==> config.mk <==
export PLATFORM = sky130hd
export DESIGN_NAME = mem_handshake_bridge_flat
export DESIGN_NICKNAME = d
export VERILOG_FILES = /design/src/rtl/mem_handshake_bridge_if.sv /design/src/rtl/mem_handshake_bridge.sv /design/src/flat_wrapper.sv
export SDC_FILE = /design/constraint.sdc
export NUM_CORES = 1
export LEC_CHECK = 0
export ABC_CLOCK_PERIOD_IN_PS = 3500
export BUFFER_PORTS_ARGS = -buffer_cell sky130_fd_sc_hd__buf_2
export CAP_MARGIN = 20
export CELL_PAD_IN_SITES_DETAIL_PLACEMENT = 1
export CELL_PAD_IN_SITES_GLOBAL_PLACEMENT = 1
export CORE_ASPECT_RATIO = 2
export CORE_MARGIN = 10
export CORE_UTILIZATION = 33
export DETAILED_ROUTE_END_ITERATION = 8
export MAX_ROUTING_LAYER = met4
export PLACE_DENSITY_LB_ADDON = 0.1
export SKIP_LAST_GASP = 1
export SLEW_MARGIN = 10
export SYNTH_ARGS = -nofsm -noshare
export SYNTH_HDL_FRONTEND = slang
export SYNTH_SLANG_ARGS = --single-unit
==> constraint.sdc <==
create_clock -name clk -period 3.5 [get_ports clk]
set_input_delay 0.875 -clock clk [delete_from_list [all_inputs] [get_ports clk]]
set_output_delay 0.875 -clock clk [all_outputs]
set_load 0.02 [all_outputs]
==> src/rtl/mem_handshake_bridge_if.sv <==
// mem_handshake_bridge_if: req/ready bus between the bridge and a variable-latency memory
interface mem_handshake_bridge_if;
    logic        mem_req, mem_we, mem_ready;
    logic [31:0] mem_addr, mem_wdata, mem_rdata;
    modport master (output mem_req, mem_we, mem_addr, mem_wdata, input mem_ready, mem_rdata);
    modport slave  (input mem_req, mem_we, mem_addr, mem_wdata, output mem_ready, mem_rdata);
endinterface

==> src/rtl/mem_handshake_bridge.sv <==
// mem_handshake_bridge: adapts the multicycle core's memory strobes to a req/ready memory,
// stalling the core until completion and flagging misaligned or timed-out accesses
module mem_handshake_bridge #(
    parameter int unsigned TIMEOUT  = 255,
    parameter logic [31:0] ERR_DATA = 32'hDEADBEEF
) (
    input  logic                          clk,
    input  logic                          reset,
    input  logic [31:0]                   Adr,
    input  logic [31:0]                   WriteData,
    input  logic                          MemRead,
    input  logic                          MemWrite,
    input  logic                          ErrClear,
    output logic [31:0]                   ReadData,
    output logic                          Stall,
    output logic                          MisalignErr,
    output logic                          TimeoutErr,
    mem_handshake_bridge_if.master        mem
);
    localparam logic [1:0] IDLE = 2'd0, BUSY = 2'd1, DONE = 2'd2;
    logic [1:0]  state;
    logic [15:0] cnt;
    logic        access, misalign, timeout;
    assign access   = MemRead | MemWrite;
    assign misalign = state == IDLE && access && Adr[1:0] != 2'b00;
    // ready in the same cycle as the last allowed wait still completes normally
    assign timeout  = state == BUSY && !mem.mem_ready && cnt + 16'd1 == 16'(TIMEOUT);
    assign Stall    = state == BUSY || (state == IDLE && access);
    always_ff @(posedge clk) begin
        if (reset) begin
            state         <= IDLE;
            cnt           <= '0;
            ReadData      <= '0;
            mem.mem_req   <= 1'b0;
            mem.mem_we    <= 1'b0;
            mem.mem_addr  <= '0;
            mem.mem_wdata <= '0;
            MisalignErr   <= 1'b0;
            TimeoutErr    <= 1'b0;
        end else begin
            case (state)
                IDLE: if (access) begin
                    if (misalign) begin
                        state    <= DONE;
                        ReadData <= '0;
                    end else begin
                        state         <= BUSY;
                        cnt           <= '0;
                        mem.mem_req   <= 1'b1;
                        mem.mem_we    <= MemWrite;
                        mem.mem_addr  <= {Adr[31:2], 2'b00};
                        mem.mem_wdata <= WriteData;
                    end
                end
                BUSY: if (mem.mem_ready || timeout) begin
                    state       <= DONE;
                    mem.mem_req <= 1'b0;
                    if (!mem.mem_we) ReadData <= mem.mem_ready ? mem.mem_rdata : ERR_DATA;
                end else begin
                    cnt <= cnt + 16'd1;
                end
                default: state <= IDLE;
            endcase
            MisalignErr <= misalign | (MisalignErr & ~ErrClear);
            TimeoutErr  <= timeout | (TimeoutErr & ~ErrClear);
        end
    end
endmodule

==> src/flat_wrapper.sv <==
// flat-port wrapper written by rule: the top's interface ports become plain ports
module mem_handshake_bridge_flat 
#(
    parameter int unsigned TIMEOUT  = 255,
    parameter logic [31:0] ERR_DATA = 32'hDEADBEEF
)
  (clk, reset, Adr, WriteData, MemRead, MemWrite, ErrClear, ReadData, Stall, MisalignErr, TimeoutErr, mem_mem_req, mem_mem_we, mem_mem_addr, mem_mem_wdata, mem_mem_ready, mem_mem_rdata);
  mem_handshake_bridge_if mem_i ();
  input  logic clk;
  input  logic reset;
  input  logic [31:0] Adr;
  input  logic [31:0] WriteData;
  input  logic MemRead;
  input  logic MemWrite;
  input  logic ErrClear;
  output logic [31:0] ReadData;
  output logic Stall;
  output logic MisalignErr;
  output logic TimeoutErr;
  output wire logic [$bits(mem_i.mem_req)-1:0] mem_mem_req;
  output wire logic [$bits(mem_i.mem_we)-1:0] mem_mem_we;
  output wire logic [$bits(mem_i.mem_addr)-1:0] mem_mem_addr;
  output wire logic [$bits(mem_i.mem_wdata)-1:0] mem_mem_wdata;
  input wire logic [$bits(mem_i.mem_ready)-1:0] mem_mem_ready;
  input wire logic [$bits(mem_i.mem_rdata)-1:0] mem_mem_rdata;
  assign mem_mem_req = mem_i.mem_req;
  assign mem_mem_we = mem_i.mem_we;
  assign mem_mem_addr = mem_i.mem_addr;
  assign mem_mem_wdata = mem_i.mem_wdata;
  assign mem_i.mem_ready = mem_mem_ready;
  assign mem_i.mem_rdata = mem_mem_rdata;
  mem_handshake_bridge #(.TIMEOUT(TIMEOUT), .ERR_DATA(ERR_DATA)) u_core (.clk(clk), .reset(reset), .Adr(Adr), .WriteData(WriteData), .MemRead(MemRead), .MemWrite(MemWrite), .ErrClear(ErrClear), .ReadData(ReadData), .Stall(Stall), .MisalignErr(MisalignErr), .TimeoutErr(TimeoutErr), .mem(mem_i));
endmodule
# After elaboration in Yosys (flattened, before gate mapping)
# Cells that the tools add are included.
# totals
wordCells	58
register_bits	116
out_inout_bits	101
input_bits	102
# op_classes
addsub	1
reduce_logical	15
mux	18
bitwise	7
n_eq_ne	8
# op_table
operator	count
$mux W32	5
$pmux W32 S2	1
$mux W16	3
$pmux W16 S2	1
$add A16 B1 Y16 const B	1
$eq A16 B8 Y1 const B	1
$ne A2 B2 Y1 const B	4
$reduce_and A4 Y1	2
$mux W2	3
$reduce_and A5 Y1	1
$logic_and A1 B1 Y1	4
$ne A2 B1 Y1 const B	2
$pmux W2 S2	1
$reduce_bool A2 Y1	2
$mux W1	3
$or A1 B1 Y1	3
$reduce_and A3 Y1	1
$and A1 B1 Y1	2
$eq A2 B1 Y1 const B	1
$logic_not A2 Y1	1
$logic_or A1 B1 Y1	2
$not A1 Y1	2
$pmux W1 S2	1
$reduce_and A2 Y1	1
$logic_not A1 Y1	1

# Depth between registers and ports, before layout
# logic_depth
depth_word	6
ltp_mapped	10
mapped_depth_nobuf	8

# Worst setup path before layout
# Ideal clock, no wire load.
# synth_timing
path_type	register to register
from	register u_core.cnt[0]
to	register u_core.cnt[0]
required_time_ns	3.441
setup_ns	0.059
path_buffers	0
arrival_time_ns	2.678
period_less_slack_ns	2.737
slack_ns	0.763
path_stages_with_launch	9
path_cell_list	dfxtp_1 > ha_1 > nand3_2 > or3_1 > a2111oi_2 > a21bo_1 > o41a_1 > a211oi_4 > mux2_2
# synth_via
elab_chain_len	6
elab_cells_between_ends	8
classes_between	add/sub (1); eq/ne (2); mux (2); reduce/logical (3)
# synth_rtl
item	line	text
start, declared	mem_handshake_bridge.sv:22	logic [15:0] cnt;
start signal, assigned	mem_handshake_bridge.sv:60	cnt <= cnt + 16'd1;
$add A16 B1 Y16 *	mem_handshake_bridge.sv:27, mem_handshake_bridge.sv:60	
$eq A16 B8 Y1	mem_handshake_bridge.sv:27	assign timeout = state == BUSY && !mem.mem_ready && cnt + 16'd1 == 16'(TIMEOUT);
$logic_and A1 B1 Y1	mem_handshake_bridge.sv:27	
$logic_or A1 B1 Y1	mem_handshake_bridge.sv:55	BUSY: if (mem.mem_ready || timeout) begin
$ne A2 B2 Y1 (no line)	-	
$reduce_and A4 Y1 (no line)	-	
# Every way passes the cells marked *; elsewhere a longest branch is shown, timed or not. The select of a mux whose other input is x is not followed.
# A chain may end at the register's enable or synchronous reset.

# Worst setup path in the final report
# Same ends and word-level chain as after synthesis.

==> metrics.csv <==
metric,value,unit
DRT Pass-1 Iters,5,
Wirelength per Cell,17.7,um
Least-Margin Pin Slew,0.802,ns
cts hold-fix bufs,0,
worst rel slew slack,46.3,%
pwr dens,528,nW/um^2
cts bufs inserted,17,
ys async rst share,0,%
detailed placement HPWL,13.1,mm
dominant synthesized flop cell,dfxtp_1,
# port buffers,200,
FF/Latch Area,2320,um^2
WP buf/inv,0,
die area,19600,um^2
area of the multi-input gates,2150,um^2
Max H-tree Level,4,
gpl congestion,0.889,
CP Launch Type,register,
"most common cell after layout, fill and taps aside",buf_2,
crit path kind,reg -> reg,
max_cap viols,0,
Via density,5.02,
Post-synth EDFFs,0,
vias,4879,
Site Rows,61,
Final Setup Violations,0,
CP top delay family,compound AO/OA/AOI/OAI gates,
Clock Pin Slew Worst Setup and Hold Paths,0.05,ns
CTS tree,built,
synth warn,0,
initial antenna violation count,1,
TNS Setup,0,ns
critical path arrival,3.55,ns
CORE AREA,13900,um^2
register bit total from synthesis,116,
post-CTS setup buffer count,0,
fin crit share,91.3,%
Tmin final,3.20,ns
Mapped Area,4670,um^2
Fin. Hold Viols,0,
P&R area growth vs syn,36.9,%
antenna-violating nets left,0,
CTS resizes,0,
most frequent cells in the layout,"200 x buf_2, 144 x nand2_1, 116 x dfxtp_1",
CP max-delay cell,a211oi_4,
met3 usage,6.94,%
"Net count, final",874,
first-pass GRT wire length,27.5,mm
DRC Markers,0,
achievable frequency,313,MHz
final slew viol count,0,
worst-skew pair later-pin latency,0.41,ns
met1 Usage GRT,16.1,%
status,"complete, no violations",
Lkg Pwr,2.75,nW
Worst Skew,0.00591,ns
sequential share of the synthesized area,49.7,%
DR iter-0 viols,116,
CP cell instances,"ha_1, nand3_2, or3_1, a2111oi_2, a21bo_1, o41a_1, a211oi_4, mux2_2",
"Data required, critical path",3.85,ns
gr usage total,17.9,%
RSZ-0062 raised after global routing,false,
critical-path maximum fanout,9,
share of layout cells above drive strength 1,31.4,%
Unique masters post-synth,54,
vias in the first global route,5347,
clock tree buffer depth,2,
busiest grt layer,met2,
Starting Density,33.6,%
clock root buffer,clkbuf_16,
Fillers,1796,
Syn Area/Cell,8.00,um^2
Die Width,104,um
I/O pin cnt,203,
CP peak stage delay,0.49,ns
post-layout util,46.0,%
Max IR drop VDD,0.000350,V
Syn Inst Count,584,
Worst Hold Class,reg -> reg,
CTS sink cnt,116,
largest net degree at the start of global routing,64,
GR Overflow Total,0,
routing usage on met2,32.7,%
total wire length,17.2,mm
critical path endpoint category,register,
die extent in y,188,um
==> sequential cells by signal, summed over array words and instances (netlist names) <==
| register | cells |
|---|---|
| u_core.mem.mem_req | 1 |
| u_core.ReadData | 32 |
| u_core.mem.mem_wdata | 32 |
| u_core.mem.mem_we | 1 |
| u_core.MisalignErr | 1 |
| u_core.mem.mem_addr | 30 |
| u_core.state | 2 |
| u_core.TimeoutErr | 1 |
| u_core.cnt | 16 |
==> area by class of cell <==
| class | instances | area share, % |
|---|---|---|
| antenna | 1 | 0.0391 |
| clock buffer | 25 | 7.59 |
| clock inverter | 5 | 1.17 |
| inverter | 5 | 0.294 |
| multi-input combinational | 419 | 33.7 |
| sequential | 116 | 36.3 |
| tap | 189 | 3.70 |
| timing repair buffer | 211 | 17.2 |
==> metrics by stage <==
step	power (mW)	worst slack [ns]	std cells	cell area [um^2]	hold WS, ns
global route	3.51	0.0543	971	6390	0.474
floorplan	1.58	0.763	585	4680	0.495
detailed placement	1.73	0.278	940	5830	0.447
global placement	1.72	0.441	939	5820	0.439
CTS	3.42	0.251	970	6390	0.455
finish	3.37	0.304	971	6390	0.451
==> Yosys cell counts (2+ instances only) <==
cell / n / area (um^2)
nand2_1: 145 / 544
dfxtp_1: 116 / 2320
a21oi_1: 72 / 360
o21ai_0: 55 / 275
nand3_1: 34 / 170
clkbuf_1: 32 / 120
nor2_1: 21 / 78.8
a22o_1: 8 / 70.1
buf_2: 7 / 35.0
nor2b_1: 6 / 37.5
inv_1: 5 / 18.8
nand2b_1: 5 / 31.3
nand4_1: 5 / 31.3
nor3_1: 5 / 25.0
nor4_1: 5 / 31.3
o31ai_1: 5 / 37.5
a21o_1: 4 / 30.0
buf_1: 4 / 15.0
or3_1: 3 / 18.8
xnor2_1: 3 / 26.3
a221o_1: 2 / 20.0
a31oi_1: 2 / 12.5
and2_1: 2 / 12.5
buf_4: 2 / 15.0
ha_1: 2 / 25.0
nand4_2: 2 / 25.0
nor3b_1: 2 / 15.0
o21a_1: 2 / 15.0
o41a_1: 2 / 22.5
or4_1: 2 / 15.0
==> path summary, 6_finish.rpt <==
path / from / end / slack, ns / depth (start not counted)
setup / recovery: u_core.cnt[0] / u_core.cnt[0] / 0.30 / 8
setup reg to reg: u_core.cnt[0] / u_core.cnt[0] / 0.30 / 8
hold reg to reg: u_core.mem.mem_wdata[4] / u_core.mem.mem_wdata[4] / 0.45 / 2
hold / removal: u_core.mem.mem_wdata[4] / u_core.mem.mem_wdata[4] / 0.45 / 2
==> worst min-delay path, cell delays in order (launching register included) <==
cell	delay, ns
dfxtp_1	0.30
nand2_1	0.05
a21oi_1	0.05
==> per-layer routing <==
metal  vias to the layer above  wire length (um)
li1                       2381                 -
met1                      2311              6260
met2                       156              9300
met3                        31              1230
met4                         0               401
met5                         -                 0
==> logic make-up (layout without fill, tap and decap cells) <==
group	after synthesis	in the layout	share of synthesized area, %
AO/OA/AOI/OAI	166	166	20.9
adder cells (fa/ha/maj)	2	2	0.536
buffers and inverters	50	246	4.37
other	1	3	0.0803
XOR/XNOR	4	4	0.750
flip-flops	116	116	49.7
AND/OR/NAND/NOR	244	244	23.4
multiplexers	1	1	0.241
==> report_power, final <==
part | internal, mW | switching (mW)
combinational | 0.113 | 0.204
sequential | 1.36 | 0.0210
clock | 1.09 | 0.583
total | 2.57 | 0.808
No activity file was read; power rests on OpenSTA's default activity.
